`src/rtl/ad9833_pkg.sv`:
```
// Shared constants and types for the AD9833 serial receiver: opcodes, control bit
// positions, register widths and the frame FSM state type.
package ad9833_pkg;
    localparam int WORD_W  = 16;
    localparam int FREQ_W  = 28;
    localparam int PHASE_W = 12;
    localparam int HALF_W  = 14;

    localparam logic [1:0] OP_CTRL = 2'b00;
    localparam logic [1:0] OP_F0   = 2'b01;
    localparam logic [1:0] OP_F1   = 2'b10;
    localparam logic [1:0] OP_PH   = 2'b11;

    localparam int CTRL_B28   = 13;
    localparam int CTRL_HLB   = 12;
    localparam int CTRL_RESET = 8;

    typedef enum logic {
        ST_IDLE  = 1'b0,
        ST_SHIFT = 1'b1
    } rx_state_t;
endpackage

```
`src/rtl/ad9833_sync.sv`:
```
// Multi-flop synchroniser for one asynchronous input, with a selectable reset value.
module ad9833_sync #(
    parameter int   STAGES  = 2,
    parameter logic RST_VAL = 1'b0
) (
    input  logic clk,
    input  logic rst,
    input  logic d,
    output logic q
);
    logic [STAGES-1:0] ff;

    always_ff @(posedge clk or posedge rst) begin
        if (rst) ff <= {STAGES{RST_VAL}};
        else     ff <= {ff[STAGES-2:0], d};
    end

    assign q = ff[STAGES-1];
endmodule

```
`src/rtl/ad9833_rx.sv`:
```
// AD9833 serial link receiver: oversamples fsync/sclk/sdata, deserialises 16-bit words
// MSB-first and decodes them into control, frequency and phase registers.
module ad9833_rx
    import ad9833_pkg::*;
#(
    parameter int SYNC_STAGES = 2
) (
    input  logic        clk,
    input  logic        rst,
    input  logic        fsync,
    input  logic        sclk,
    input  logic        sdata,
    output logic [15:0] word,
    output logic        word_valid,
    output logic [15:0] control_reg,
    output logic [27:0] freq0,
    output logic [27:0] freq1,
    output logic [11:0] phase0,
    output logic [11:0] phase1,
    output logic        freq_update,
    output logic        frame_err,
    output logic        busy
);
    logic fsync_s, sclk_s, sdata_s;
    logic sclk_prev;
    logic sclk_fall;

    ad9833_sync #(.STAGES(SYNC_STAGES), .RST_VAL(1'b1)) u_sync_fsync (
        .clk(clk), .rst(rst), .d(fsync), .q(fsync_s)
    );
    ad9833_sync #(.STAGES(SYNC_STAGES), .RST_VAL(1'b0)) u_sync_sclk (
        .clk(clk), .rst(rst), .d(sclk), .q(sclk_s)
    );
    ad9833_sync #(.STAGES(SYNC_STAGES), .RST_VAL(1'b0)) u_sync_sdata (
        .clk(clk), .rst(rst), .d(sdata), .q(sdata_s)
    );

    always_ff @(posedge clk or posedge rst) begin
        if (rst) sclk_prev <= 1'b0;
        else     sclk_prev <= sclk_s;
    end

    assign sclk_fall = sclk_prev & ~sclk_s;
    assign busy      = ~fsync_s;

    // ---- Frame FSM / shifter: word and word_valid land one cycle after the 16th fall
    rx_state_t   state;
    logic [15:0] shreg;
    logic [3:0]  bit_cnt;
    logic [15:0] shreg_nxt;

    assign shreg_nxt = {shreg[14:0], sdata_s};

    always_ff @(posedge clk or posedge rst) begin
        if (rst) begin
            state      <= ST_IDLE;
            shreg      <= '0;
            bit_cnt    <= '0;
            word       <= '0;
            word_valid <= 1'b0;
            frame_err  <= 1'b0;
        end else begin
            word_valid <= 1'b0;
            frame_err  <= 1'b0;
            case (state)
                ST_IDLE: begin
                    if (!fsync_s) begin
                        state   <= ST_SHIFT;
                        bit_cnt <= '0;
                    end
                end
                ST_SHIFT: begin
                    // fsync rising takes priority over a coincident sclk fall
                    if (fsync_s) begin
                        state     <= ST_IDLE;
                        bit_cnt   <= '0;
                        frame_err <= (bit_cnt != 4'd0);
                    end else if (sclk_fall) begin
                        shreg   <= shreg_nxt;
                        bit_cnt <= bit_cnt + 4'd1;
                        if (bit_cnt == 4'd15) begin
                            word       <= shreg_nxt;
                            word_valid <= 1'b1;
                        end
                    end
                end
                default: state <= ST_IDLE;
            endcase
        end
    end

    // ---- Decode stage: registers update the cycle after word_valid
    logic        pend_vld;
    logic        pend_sel;
    logic [13:0] pend_lsb;
    logic [1:0]  op;
    logic        is_f1;

    assign op    = word[15:14];
    assign is_f1 = (op == OP_F1);

    always_ff @(posedge clk or posedge rst) begin
        if (rst) begin
            control_reg <= '0;
            freq0       <= '0;
            freq1       <= '0;
            phase0      <= '0;
            phase1      <= '0;
            freq_update <= 1'b0;
            pend_vld    <= 1'b0;
            pend_sel    <= 1'b0;
            pend_lsb    <= '0;
        end else begin
            freq_update <= 1'b0;
            if (word_valid) begin
                case (op)
                    OP_CTRL: begin
                        control_reg <= word;
                        pend_vld    <= 1'b0;
                    end
                    OP_F0, OP_F1: begin
                        if (control_reg[CTRL_B28]) begin
                            if (pend_vld && (pend_sel == is_f1)) begin
                                if (is_f1) freq1 <= {word[13:0], pend_lsb};
                                else       freq0 <= {word[13:0], pend_lsb};
                                freq_update <= 1'b1;
                                pend_vld    <= 1'b0;
                            end else begin
                                pend_vld <= 1'b1;
                                pend_sel <= is_f1;
                                pend_lsb <= word[13:0];
                            end
                        end else begin
                            if (control_reg[CTRL_HLB]) begin
                                if (is_f1) freq1[27:14] <= word[13:0];
                                else       freq0[27:14] <= word[13:0];
                            end else begin
                                if (is_f1) freq1[13:0] <= word[13:0];
                                else       freq0[13:0] <= word[13:0];
                            end
                            freq_update <= 1'b1;
                        end
                    end
                    default: begin
                        if (word[13]) phase1 <= word[11:0];
                        else          phase0 <= word[11:0];
                    end
                endcase
            end
        end
    end
endmodule
```
`config.mk`:
```
export PLATFORM = sky130hd
export DESIGN_NAME = ad9833_rx
export DESIGN_NICKNAME = d
export VERILOG_FILES = /design/src/rtl/ad9833_pkg.sv /design/src/rtl/ad9833_sync.sv /design/src/rtl/ad9833_rx.sv
export SDC_FILE = /design/constraint.sdc
export NUM_CORES = 1
export LEC_CHECK = 0
export CAP_MARGIN = 20
export CORE_AREA = 4 4 114 116
export CTS_CLUSTER_DIAMETER = 30
export CTS_CLUSTER_SIZE = 14
export DETAILED_ROUTE_END_ITERATION = 7
export DIE_AREA = 0 0 118 120
export PLACE_DENSITY = 0.82
export SLEW_MARGIN = 20
export SYNTH_ARGS = -nofsm -noshare
export SYNTH_HDL_FRONTEND = slang
export SYNTH_SLANG_ARGS = --single-unit
export TNS_END_PERCENT = 10
```
`constraint.sdc`:
```
create_clock -name clk -period 10.2 [get_ports clk]
set_clock_uncertainty 0.1 [all_clocks]
set_input_delay 1.53 -clock clk [delete_from_list [all_inputs] [get_ports clk]]
set_output_delay 1.53 -clock clk [all_outputs]
set_load 0.02 [all_outputs]
```
==> metrics.md, run 1 <==
| Metric | Value |
|---|---|
| Worst hold path class | `register to register` |
| Reg2reg start | `word[14]` |
| Post-synth ARST share | `100%` |
| Pins over their slew limit | `0` |
| Slew @ Worst Pin | `0.900 ns` |
| Synth Instances | `465` |
| Die Ht | `120 um` |
| Ys Warns | `0` |
| R2r endpoint | `pend_lsb[6]` |
| Top FF cell, synth | `dfrtp_1` |
| Port bufs | `120` |
| # diodes | `0` |
| Avg WL per Cell | `21.5 um` |
| Min Tclk post-route | `3.54 ns` |
| Vias per cell | `5.92` |
| Fmax achieved | `0.283 GHz` |
| Period utilization | `34.7%` |
| Vias in the first global route | `4,537` |
| Syn_nets | `475` |
| Clock net sink count | `158` |
| PwrDens | `152 mW/mm^2` |
| Grt total ovfl | `0` |
| Post-route ant nets | `0` |
| Post-synthesis instance area | `0.00654 mm^2` |
| GPL Wtd Cong | `0.782` |
| Status | `finished clean` |
| CP top delay family | `flip-flops` |
| Vias | `4,337` |
| Leading post-synthesis cells by cell area | `dfrtp_1 (60%), mux2_2 (13%), a221o_1 (4.3%)` |
| CP Max Fanout | `19` |
| Critical Path Sink Type | `output pin` |
| Num CTS Buffers | `17` |
| #FFs+latches synth | `158` |
| Row cnt | `40` |
| Final worst setup slack | `6.66 ns` |
| R2R depth | `5` |
| Worst EP arrival | `1.91 ns` |
| Post-synth EDFFs | `0` |
| Synthesized area per cell | `14.1 um^2` |
| Core box area | `0.0119 mm^2` |
| RSZ-0062 raised after global routing | `no` |
| Clock buffer depth | `2` |
| Required time of the critical path | `8.57 ns` |
| Clock H-tree levels | `4` |
| Total chip power | `1.27 mW` |
| Final TNS setup | `0 ns` |
| Clock slew seen by the registers of the worst setup and hold paths | `0.06 ns` |
| Final setup vio count | `0` |
| NumNets Final | `587` |
| Full die area | `0.0142 mm^2` |
| Leak | `3.84 nW` |
| CP bufs+invs | `1` |
| I/O pins | `121` |
| Fillers | `855` |
| Area Overhead vs Synth | `27.4%` |
| Hold path depth | `0` |
| Util after Layout | `70.0%` |
| Clk_lat worst skew | `0.42 ns` |
| Global-route wire length before repair | `25.2 mm` |
| Hold Startpoint | `u_sync_sdata.ff[0]` |
| Most common cell in the synthesized netlist | `dfrtp_1` |
| Initial core utilization | `54.9%` |
| CTS root buffer | `clkbuf_16` |
| CP startpoint kind | `register` |
| Netlist cell types | `43` |
| Initial antenna violation count | `0` |
| TritonCTS clock tree | `done` |
| # Post-CTS Setup Buffers | `0` |
| Die X | `118 um` |
| Sequential share of the synthesized area | `60.5%` |
| CP cell instances | `clkdlybuf4s50_1` |
| Largest net degree at the start of global routing | `104` |
| Synth top cells by count | `dfrtp_1 (156), mux2_2 (77), and2_1 (29)` |
| Hold Crit Endpoint | `u_sync_sdata.ff[1]` |
| Biggest regs | `freq0: 28 flops, freq1: 28 flops` |
| Final hold vios | `0` |
| Post-cts hold buffer count | `0` |
| Worst setup path category | `register to output pin` |
| CP peak stage delay | `0.76 ns` |
| Placed cell areas | `0.00777 mm^2` |
| Slowest cell on crit path | `dfrtp_1` |
| DPL Wire Length | `10.3 mm` |
| Design area | `0.00833 mm^2` |
| Worst VDD drop | `0.162 mV` |
| Pre-antenna DRT Iters | `5` |
| Initial drt markers | `378` |
| Flop-to-flop setup slack | `7.64 ns` |
| Pre-CTS setup slack | `6.65 ns` |
| PostCTS Resize Cnt | `0` |
| Layout cells sized above 1 | `21.7%` |
| Top-area cell type share of the netlist area | `59.7%` |
| DRC | `0` |
| Synth area leader | `dfrtp_1` |
| Overall Global Routing Usage | `22.9%` |
| Slew HR | `40.0%` |
| MaxCap Viol Count | `0` |
| Routed wire length | `15.8 mm` |
## report_power, final
| group | switching [mW] | leakage, nW | internal [mW] |
|---|---|---|---|
| clock | 0.234 | 0.264 | 0.368 |
| sequential | 0.00691 | 2.18 | 0.636 |
| combinational | 0.0165 | 1.40 | 0.00939 |
| total | 0.257 | 3.84 | 1.01 |
## per-layer routing
| metal | part of all wire (%) | routed length [um] | vias up | global-route usage (%) |
|---|---|---|---|---|
| met4 | 1.2 | 187 | 0 | 6.52 |
| met1 | 41 | 6510 | 2267 | 28.3 |
| li1 | - | - | 1921 | - |
| met5 | 0 | 0 | - | 0 |
| met3 | 4.6 | 726 | 19 | 5.80 |
| met2 | 53 | 8360 | 130 | 39.9 |
## cells in the final DEF, fill, tap and decap left out, types with 4 or more instances in the layout
| cell | n |
|---|---|
| nand2b_1 | 4 |
| a221o_1 | 28 |
| nand3_1 | 6 |
| mux2_4 | 9 |
| clkdlybuf4s50_1 | 120 |
| nand2_1 | 10 |
| clkbuf_16 | 17 |
| and2_1 | 29 |
| dfrtp_1 | 156 |
| nor2b_1 | 16 |
| o21ai_0 | 16 |
| nor3_1 | 14 |
| o22a_1 | 28 |
| ha_1 | 5 |
| nand3b_1 | 4 |
| mux2_2 | 77 |
| inv_1 | 6 |
## how the worst max path moves through the flow
stage                    start              end  slack, ns  cells after the start
2_1_floorplan              rst       bit_cnt[0]       4.31                      1
3_3_place_gp               rst       phase0[11]       6.70                      3
3_5_place_dp               rst       phase1[11]       6.65                      3
4_1_cts        control_reg[12]  control_reg[12]       6.68                      1
5_1_grt        control_reg[12]  control_reg[12]       6.62                      1
6_report       control_reg[12]  control_reg[12]       6.66                      1
## stage by stage
| step | std cells | hold WS, ns |
|---|---|---|
| floorplan | 465 | 0.231 |
| global placement | 705 | 0.231 |
| detailed placement | 705 | 0.235 |
| CTS | 733 | 0.248 |
| global route | 733 | 0.254 |
| finish | 733 | 0.247 |
## cells by family (layout without fill, tap and decap cells)
family | Yosys count | after routing | share of synthesized area, %
flip-flops | 158 | 158 | 60.5
AND/OR/NAND/NOR | 91 | 91 | 8.36
AO/OA/AOI/OAI | 88 | 88 | 11.6
multiplexers | 86 | 86 | 15.3
buffers and inverters | 36 | 157 | 3.04
adder cells (fa/ha/maj) | 5 | 5 | 0.956
XOR/XNOR | 1 | 1 | 0.249
## layout make-up
cell class / instances / area [um^2] / share of cell area [%]
clock inverter: 6 / 88.8 / 1.07
timing repair buffer: 122 / 1220 / 14.6
inverter: 7 / 31.3 / 0.375
clock buffer: 22 / 464 / 5.57
tap: 147 / 184 / 2.21
multi-input combinational: 271 / 2390 / 28.7
sequential: 158 / 3960 / 47.5
No activity file was read; power rests on OpenSTA's default activity.
==> inputs of run 2 (changes only) <==
--- a/config.mk
+++ b/config.mk
@@ -6,12 +6,12 @@
 export NUM_CORES = 1
 export LEC_CHECK = 0
 export CAP_MARGIN = 20
-export CORE_AREA = 4 4 114 116
+export CORE_AREA = 4 4 118 120
 export CTS_CLUSTER_DIAMETER = 30
 export CTS_CLUSTER_SIZE = 14
 export DETAILED_ROUTE_END_ITERATION = 7
-export DIE_AREA = 0 0 118 120
-export PLACE_DENSITY = 0.82
+export DIE_AREA = 0 0 122 124
+export PLACE_DENSITY = 0.77
 export SLEW_MARGIN = 20
 export SYNTH_ARGS = -nofsm -noshare
 export SYNTH_HDL_FRONTEND = slang
==> constraint.sdc (replaced) <==
create_clock -name clk -period 3.3 [get_ports clk]
set_clock_uncertainty 0.1 [all_clocks]
set_input_delay 0.495 -clock clk [delete_from_list [all_inputs] [get_ports clk]]
set_output_delay 0.495 -clock clk [all_outputs]
set_load 0.02 [all_outputs]
==> metrics.md, run 2 (synthesized netlist as in run 1, its figures left out) <==
| Metric | Value |
|---|---|
| Hold Crit Endpoint | `u_sync_sdata.ff[1]` |
| Vias per cell | `5.57` |
| Post-cts hold buffer count | `0` |
| Clock net sink count | `158` |
| CP startpoint kind | `register` |
| Vias | `4,315` |
| Largest net degree at the start of global routing | `47` |
| CP cell instances | `clkdlybuf4s50_1` |
| TritonCTS clock tree | `done` |
| Area Overhead vs Synth | `31.0%` |
| Num CTS Buffers | `17` |
| # diodes | `0` |
| Grt total ovfl | `0` |
| Critical Path Sink Type | `output pin` |
| Initial drt markers | `217` |
| CP bufs+invs | `1` |
| NumNets Final | `596` |
| Die X | `122 um` |
| R2r endpoint | `pend_lsb[1]` |
| Slew HR | `47.3%` |
| DRC | `0` |
| CTS root buffer | `clkbuf_16` |
| Pins over their slew limit | `0` |
| WHS | `0.250 ns` |
| Die Ht | `124 um` |
| Biggest regs | `freq0: 28 flops, freq1: 28 flops` |
| Reg2reg start | `word[14]` |
| RSZ-0062 raised after global routing | `no` |
| Util after Layout | `66.0%` |
| Min Tclk post-route | `2.50 ns` |
| Final hold vios | `0` |
| Pre-antenna DRT Iters | `4` |
| MaxCap Viol Count | `0` |
| Global-route wire length before repair | `25.1 mm` |
| Final TNS setup | `0 ns` |
| CP top delay family | `flip-flops` |
| Clk_lat worst skew | `0.42 ns` |
| Avg WL per Cell | `20.1 um` |
| Row cnt | `42` |
| Full die area | `0.0151 mm^2` |
| DPL Wire Length | `10.3 mm` |
| Core box area | `0.0130 mm^2` |
| Port bufs | `120` |
| Status | `finished clean` |
| Worst EP arrival | `1.91 ns` |
| Hold Startpoint | `u_sync_sdata.ff[0]` |
| Final setup vio count | `0` |
| Leak | `3.94 nW` |
| CP peak stage delay | `0.75 ns` |
| R2R depth | `5` |
| GPL Wtd Cong | `0.800` |
| Hold path depth | `0` |
| CP Max Fanout | `19` |
| Worst setup path category | `register to output pin` |
| I/O pins | `121` |
| Initial core utilization | `50.4%` |
| # Post-CTS Setup Buffers | `0` |
| Routed wire length | `15.6 mm` |
| Required time of the critical path | `2.70 ns` |
| PostCTS Resize Cnt | `0` |
| Overall Global Routing Usage | `22.0%` |
| Fmax achieved | `0.399 GHz` |
| Most common cell after layout, fill and taps aside | `dfrtp_1` |
| Most frequent cells in the layout | `dfrtp_1 (156), clkdlybuf4s50_1 (120), mux2_2 (77), and2_1 (29)` |
| Worst hold path class | `register to register` |
| Worst VDD drop | `0.369 mV` |
| Clock H-tree levels | `4` |
| Initial antenna violation count | `0` |
| Flop-to-flop setup slack | `0.88 ns` |
| PwrDens | `490 mW/mm^2` |
| Period utilization | `75.9%` |
| Slowest cell on crit path | `dfrtp_1` |
| Slew @ Worst Pin | `0.788 ns` |
| Layout cells sized above 1 | `23.5%` |
| Clock buffer depth | `2` |
| Vias in the first global route | `4,604` |
| Clock slew seen by the registers of the worst setup and hold paths | `0.06 ns` |
| Post-route ant nets | `0` |
-- run 2: worst max path at each step --
stage | start | to | slack, ns | cells past startpoint
after floorplan | rst | bit_cnt[0] | 0.71 | 1
after global placement | word[15] | freq1[27] | 0.95 | 5
after detailed placement | word[14] | freq1[18] | 0.83 | 5
after CTS | word[14] | freq1[18] | 0.79 | 5
after global routing | control_reg[12] | control_reg[12] | 0.74 | 1
final | control_reg[12] | control_reg[12] | 0.80 | 1
-- run 2: power breakdown --
group / internal, mW / switching (mW) / leakage, nW
logic: 0.0364 / 0.0507 / 1.45
registers: 1.97 / 0.0196 / 2.18
clock network: 1.38 / 0.747 / 0.309
-- run 2: layout make-up --
cell class                 count  area (um^2)
sequential                   158         3960
timing repair buffer         131         1320
tap                          176          220
multi-input combinational    271         2390
inverter                       7         30.0
fill                         955         4410
clock inverter                11          188
clock buffer                  21          460
-- run 2: per-stage QoR --
step | area, um^2 | std cells | power, mW | setup WS [ns]
floorplan | 6550 | 465 | 2.07 | 0.706
global placement | 7920 | 743 | 2.11 | 0.950
detailed placement | 7920 | 743 | 2.11 | 0.834
CTS | 8560 | 775 | 4.22 | 0.787
global route | 8570 | 775 | 4.33 | 0.736
finish | 8570 | 775 | 4.20 | 0.797
-- run 2: routing by layer --
metal,global-route usage [%],vias to the layer above,share of wire (%)
met4,8.47,0,2.3
met5,0,-,0
met1,27.4,2239,41
li1,-,1941,-
met2,37.7,106,53
met3,5.09,29,4.1
==> inputs of run 3 (changes only) <==
==> constraint.sdc (replaced) <==
create_clock -name clk -period 2.6 [get_ports clk]
set_clock_uncertainty 0.1 [all_clocks]
set_input_delay 0.39 -clock clk [delete_from_list [all_inputs] [get_ports clk]]
set_output_delay 0.39 -clock clk [all_outputs]
set_load 0.02 [all_outputs]
==> metrics.md, run 3 (synthesized netlist as in run 1, its figures left out) <==
| Metric | Value |
|---|---|
| Clock net sink count | `158` |
| Avg WL per Cell | `21.3 um` |
| PwrDens | `638 mW/mm^2` |
| Biggest regs | `freq0: 28 flops, freq1: 28 flops` |
| Die X | `122 um` |
| Initial drt markers | `211` |
| Post-route ant nets | `0` |
| Initial core utilization | `50.4%` |
| Period utilization | `89.1%` |
| DPL Wire Length | `11.2 mm` |
| Flop-to-flop setup slack | `0.28 ns` |
| Worst EP arrival | `2.58 ns` |
| Num CTS Buffers | `17` |
| # Post-CTS Setup Buffers | `0` |
| WHS | `0.245 ns` |
| Pre-antenna DRT Iters | `5` |
| Clock H-tree levels | `4` |
| Status | `finished clean` |
| Layout cells sized above 1 | `25.2%` |
| NumNets Final | `609` |
| CP startpoint kind | `register` |
| DRC | `0` |
| Initial antenna violation count | `0` |
| RSZ-0062 raised after global routing | `no` |
| TritonCTS clock tree | `done` |
| Global-route wire length before repair | `26.3 mm` |
| Clock slew seen by the registers of the worst setup and hold paths | `0.06 ns` |
| Finished Layout Cells | `788` |
| # diodes | `0` |
| Slew HR | `45.5%` |
| DP Cell Count | `756` |
| Critical Path Sink Type | `register` |
| Final setup vio count | `0` |
| Required time of the critical path | `2.86 ns` |
| Die Ht | `124 um` |
| Final hold vios | `0` |
| Worst hold path class | `register to register` |
| Min Tclk post-route | `2.32 ns` |
| MaxCap Viol Count | `0` |
| Routed wire length | `16.8 mm` |
| Final TNS setup | `0 ns` |
| Row cnt | `42` |
| Vias | `4,475` |
| I/O pins | `121` |
| Overall Global Routing Usage | `23.3%` |
| Leak | `4.04 nW` |
| PostCTS Resize Cnt | `0` |
| CP Max Fanout | `14` |
| CTS root buffer | `clkbuf_16` |
| Area Overhead vs Synth | `33.4%` |
| Design area | `0.00873 mm^2` |
| Placed cell areas | `0.00803 mm^2` |
| Worst VDD drop | `0.459 mV` |
| Grt total ovfl | `0` |
| Clock buffer depth | `2` |
| Vias in the first global route | `4,668` |
| Total chip power | `5.57 mW` |
| Slew @ Worst Pin | `0.816 ns` |
| Most frequent cells in the layout | `dfrtp_1 (156), clkdlybuf4s50_1 (120), mux2_2 (77), and2_1 (29)` |
| GPL Wtd Cong | `0.846` |
| Core box area | `0.0130 mm^2` |
| Most common cell after layout, fill and taps aside | `dfrtp_1` |
| Worst setup path category | `register to register` |
| Post-cts hold buffer count | `0` |
| Pins over their slew limit | `0` |
| Largest net degree at the start of global routing | `44` |
| Port bufs | `120` |
| Fmax achieved | `0.432 GHz` |
| Clk_lat worst skew | `0.43 ns` |
| Full die area | `0.0151 mm^2` |
| Vias per cell | `5.68` |
-- run 3: cell count changes in the layout (fill, tap and decap cells not counted) --
cell	delta
clkinv_2	-1
buf_4	+12
clkinvlp_4	-1
buf_12	+1
bufinv_16	+2
-- run 3: final timing paths --
| path | from | endpoint | cells after the start |
|---|---|---|---|
| setup / recovery | word[14] | freq0[20] | 5 |
| hold / removal | u_sync_sdata.ff[0] | u_sync_sdata.ff[1] | 0 |
| setup reg to reg | word[14] | freq0[20] | 5 |
| hold reg to reg | u_sync_sdata.ff[0] | u_sync_sdata.ff[1] | 0 |
| max in group asynchronous | rst | control_reg[1] | 3 |
| min in group asynchronous | rst | phase1[7] | 2 |
-- run 3: critical path: stages (launching register included) --
cell and delay [ns]:
dfrtp_1 0.40, inv_1 0.10, ha_1 0.33, or3b_1 0.50
o22ai_2 0.55, a221o_1 0.26
-- run 3: area by class of cell --
class	count	area, um^2
inverters	7	30.0
flip-flops and latches	158	3960
fillers	943	4250
clock inverters	11	235
repair buffers	144	1430
well taps	176	220
multi-input cells	271	2390
clock buffers	21	460
-- run 3: where the power goes --
| group | internal [mW] | switching, mW |
|---|---|---|
| Sequential | 2.50 | 0.0260 |
| Combinational | 0.0503 | 0.0698 |
| Clock | 1.94 | 0.984 |
-- run 3: per-layer routing --
metal | vias to the layer above | track usage (%) | share of wire [%]
li1 | 1973 | - | -
met1 | 2358 | 29.3 | 41
met2 | 114 | 39.2 | 51
met3 | 30 | 5.95 | 4.8
met4 | 0 | 8.89 | 2.7
met5 | - | 0 | 0
-- run 3: per-stage QoR --
stage,utilization [%],setup WS (ns)
6_report,67.2,0.283
5_1_grt,67.2,0.168
4_1_cts,67.2,0.156
3_5_place_dp,61.8,0.171
3_3_place_gp,61.8,0.319
2_1_floorplan,-,0.111
